[src/rtl/mem_arbiter.sv]
// mem_arbiter: two-port round-robin arbiter in front of a single-port memory
// with a registered read; each access is one issue cycle then one ack cycle.
`default_nettype none

module mem_arbiter #(
  parameter int DATA_WIDTH = 8,
  parameter int ADDR_WIDTH = 8
) (
  input  logic                  clk,
  input  logic                  rst,
  input  logic                  req0,
  input  logic                  req1,
  input  logic                  wen0,
  input  logic                  wen1,
  input  logic [ADDR_WIDTH-1:0] addr0,
  input  logic [ADDR_WIDTH-1:0] addr1,
  input  logic [DATA_WIDTH-1:0] wdata0,
  input  logic [DATA_WIDTH-1:0] wdata1,
  output logic                  ack0,
  output logic                  ack1,
  output logic [DATA_WIDTH-1:0] rdata0,
  output logic [DATA_WIDTH-1:0] rdata1,
  output logic                  mem_wen,
  output logic [ADDR_WIDTH-1:0] mem_address,
  output logic [DATA_WIDTH-1:0] mem_data_in,
  input  logic [DATA_WIDTH-1:0] mem_data_out
);

  typedef enum logic [0:0] {
    S_IDLE = 1'b0,
    S_RESP = 1'b1
  } state_t;

  state_t state_q, state_d;
  logic   owner_q, owner_d;
  logic   last_q,  last_d;

  logic   w_any;
  logic   w_win;

  assign w_any = req0 | req1;
  // On a tie the port that was not granted last wins; otherwise the lone requester.
  assign w_win = (req0 & req1) ? ~last_q : req1;

  always_comb begin
    state_d = state_q;
    owner_d = owner_q;
    last_d  = last_q;
    case (state_q)
      S_IDLE: begin
        if (w_any) begin
          state_d = S_RESP;
          owner_d = w_win;
          last_d  = w_win;
        end
      end
      default: state_d = S_IDLE;
    endcase
  end

  always_ff @(posedge clk or posedge rst) begin
    if (rst) begin
      state_q <= S_IDLE;
      owner_q <= 1'b0;
      last_q  <= 1'b1;
    end else begin
      state_q <= state_d;
      owner_q <= owner_d;
      last_q  <= last_d;
    end
  end

  // Outputs are gated by rst so they drop immediately, even mid-cycle.
  always_comb begin
    mem_wen     = 1'b0;
    mem_address = '0;
    mem_data_in = '0;
    ack0        = 1'b0;
    ack1        = 1'b0;
    rdata0      = '0;
    rdata1      = '0;
    if (!rst) begin
      if (state_q == S_IDLE) begin
        if (w_any) begin
          mem_wen     = w_win ? wen1   : wen0;
          mem_address = w_win ? addr1  : addr0;
          mem_data_in = w_win ? wdata1 : wdata0;
        end
      end else if (owner_q) begin
        ack1   = 1'b1;
        rdata1 = mem_data_out;
      end else begin
        ack0   = 1'b1;
        rdata0 = mem_data_out;
      end
    end
  end

endmodule

`default_nettype wire

[config.mk]
export PLATFORM = sky130hd
export DESIGN_NAME = mem_arbiter
export DESIGN_NICKNAME = d
export VERILOG_FILES = /design/src/rtl/mem_arbiter.sv
export SDC_FILE = /design/constraint.sdc
export NUM_CORES = 1
export LEC_CHECK = 0
export CORE_MARGIN = 2
export CORE_UTILIZATION = 26
export CTS_CLUSTER_SIZE = 8
export DETAILED_ROUTE_END_ITERATION = 6
export PLACE_DENSITY = 0.95
export SLEW_MARGIN = 20
export SYNTH_ARGS = -nofsm -noshare
export SYNTH_HDL_FRONTEND = slang
export SYNTH_SLANG_ARGS = --single-unit
export TNS_END_PERCENT = 20
[constraint.sdc]
create_clock -name clk -period 2.28 [get_ports clk]
set_input_delay 0.342 -clock clk [delete_from_list [all_inputs] [get_ports clk]]
set_output_delay 0.342 -clock clk [all_outputs]
set_load 0.02 [all_outputs]
==> metrics <==
status complete, no violations; final hold vios 0; critical path, cell by cell clkdlybuf4s50_1 -> nor3_2 -> buf_4 -> and2_1 -> clkdlybuf4s50_1; Vias roughly 920; Clock Tree Buf Depth 2; Post-Synth Simple-Gate Area 44.1%; Internal 315 uW; I/O Buffers 80; Worst-Margin Slew around 0.27 ns; starting DRC count in detailed routing 14; Routed Antenna Nets 0; f_max around 460 MHz; Synth area leader nand2_1; antenna violations before repair 0; yosys warns 0; Comb pwr share 65.7%; via/cell ratio 4.58; die footprint roughly 2700 um^2; xor and xnor area share after synthesis 0%; critical path class input port to output pin; post-synthesis instance total 89; Setup crit start kind input port; Mapped Nets around 140; Total GRT Usage about a fifth; post-synthesis mux area share 0%; Lkg Pwr between 0.7 and 0.8 nW; layout net count 220; CP Data Arrival Time about 1.8 ns; Die Wd 51.8 um; adder-cell share of the synthesized area 0%; cts bufs inserted 3; P&R area growth vs syn 146%; synthesized area 593 um^2; CTS sink count 3; Critical Path End Type output pin; sequential power share 16.2%; worst path bufs/invs 3; ANT cells 0; vias in the first global route 863; Tightest Hold Check Type input port to async pin; Clock Skews 0.00233 ns; DRC viols 0; TritonRoute pass-1 iters 4; post-synthesis compound-gate area fraction 30.2%; fin crit share 95.2%; CP delay by family, top buffers and inverters; htree depth 1; Wirelength per Cell approximately 12 um; area of the multi-input gates roughly 440 um^2; FF/Latch Area 76.3 um^2; flops & latches, synth 3; Worst path max stage delay just over 0.6 ns; CP required 1.94 ns; top post-synthesis cells by area nand2_1 22%, and2_1 17%, a21oi_2 15%; pwr/cell area 351 nW/um^2; CTS Root Cell clkbuf_4; # rows 17; number of fillers in the final layout 194; Max Fanout on Critical Path 9; # setup viols final 0; DP Area about 1400 um^2; worst relative slew slack ~82%; clock-pin slew on the worst setup and hold paths 0.04 ns; max-slew violation count 0; design area about 1500 um^2; post-synth top area share 22.2%; unrepaired setup endpoints after global routing no; Top cell by count, worst path clkdlybuf4s50_1; P_sw slightly below 200 uW; Core Area 2190 um^2; min Tclk post-route 2.17 ns; CTS tree yes; sequential-to-total area share from yosys stat 12.9%; Placer Congestion about 0.74; slowest CP cell clkdlybuf4s50_1; Core Util, Final 66.5%; DP HPWL between 2000 and 2500 um; most frequent cells in the layout 55 x clkdlybuf4s50_1, 35 x nand2_1, 18 x dlygate4sd2_1; switching share of power 38.3%; I/O pins 81; Initial Utilization 27.1%; Max Cap Violations 0; syn_area_per_cell between 6 and 7 um^2; clk_lat worst skew approximately 0.23 ns; fraction of layout cells with a size suffix above 1 15.0%; Clock Power Share between 10% and 20%; first-pass GRT wire length 3750 um; total gr overflow 0; commonest non-fill, non-tap cell in the layout clkdlybuf4s50_1; hold buffers post-CTS 0; largest net degree at the start of global routing 18; DRT Wirelength 2510 um; main combinational cell family by area after synthesis simple AND/OR/NAND/NOR gates; Die H between 50 and 60 um; peak supply drop ~0.33 mV; Netlist cell types 20
[power by group through the flow]
stage,Combinational [mW],Sequential (mW),Clock (mW)
CTS,0.340,0.0829,0.0984
floorplan,0.176,0.0811,0
finish,0.335,0.0826,0.0926
detailed placement,0.354,0.0834,0
global placement,0.345,0.0823,0
global route,0.363,0.0849,0.0993
[flip-flops by register name (all words and copies together) (netlist names)]
| register | cells |
|---|---|
| last_q | 1 |
| owner_q | 1 |
| state_q | 1 |
[layout make-up]
class	instances	area share (%)
repair buffers	86	59.5
multi-input cells	77	30.3
flip-flops and latches	3	5.24
well taps	28	2.41
clock buffers	4	1.80
inverters	3	0.773
[stage by stage]
stage	setup TNS, ns	setup slack, ns	hold slack, ns	instances	total power, mW
2_1_floorplan	0	0.717	0.0995	89	0.257
5_1_grt	0	0.0190	0.513	201	0.547
3_3_place_gp	-1.58	-0.116	0.476	197	0.427
3_5_place_dp	-2.63	-0.177	0.486	197	0.437
4_1_cts	0	0.00208	0.476	201	0.521
6_report	0	0.109	0.483	201	0.511
[path summary, 6_finish.rpt]
kind | from | to | slack, ns | depth (start not counted)
worst max-delay path | rst | rdata0[6] | 0.11 | 5
worst min-delay path | rst | owner_q | 0.48 | 3
worst max register to register | state_q | owner_q | 1.32 | 4
worst min register to register | state_q | owner_q | 0.50 | 1
max in group asynchronous | rst | last_q | 1.61 | 3
min in group clk | state_q | owner_q | 0.50 | 1
[tightest hold or removal path, stage by stage]
cell             delay, ns
clkdlybuf4s50_1       0.45
inv_2                 0.11
buf_4                 0.13
[cells in the mapped netlist]
library cell,number
a21bo_1,1
a21boi_4,1
a21oi_1,8
a21oi_2,10
a31oi_1,1
and2_1,16
and3_1,1
buf_12,1
buf_4,1
buf_6,3
clkbuf_1,1
dfrtp_1,2
dfstp_2,1
inv_1,2
inv_2,1
nand2_1,35
nand2b_4,1
nor3_2,1
o21ai_1,1
o21bai_2,1
[timing repair]
action / in CTS / in global routing
resized for setup: 19 / 7
endpoints found under the setup margin: 25 / 7
buffers inserted: 0 / 0
[routing by layer]
metal,share of wire (%),track usage [%]
met1,34,18.5
met2,58,37.2
met3,7.0,4.02
met4,1.1,7.02
met5,0,0
[logic make-up (layout without fill, tap and decap cells)]
kind of cell	after synthesis	count (layout)
buffers and inverters	9	93
AND/OR/NAND/NOR	54	54
flip-flops	3	3
AO/OA/AOI/OAI	23	23
No activity file was read; power rests on OpenSTA's default activity.
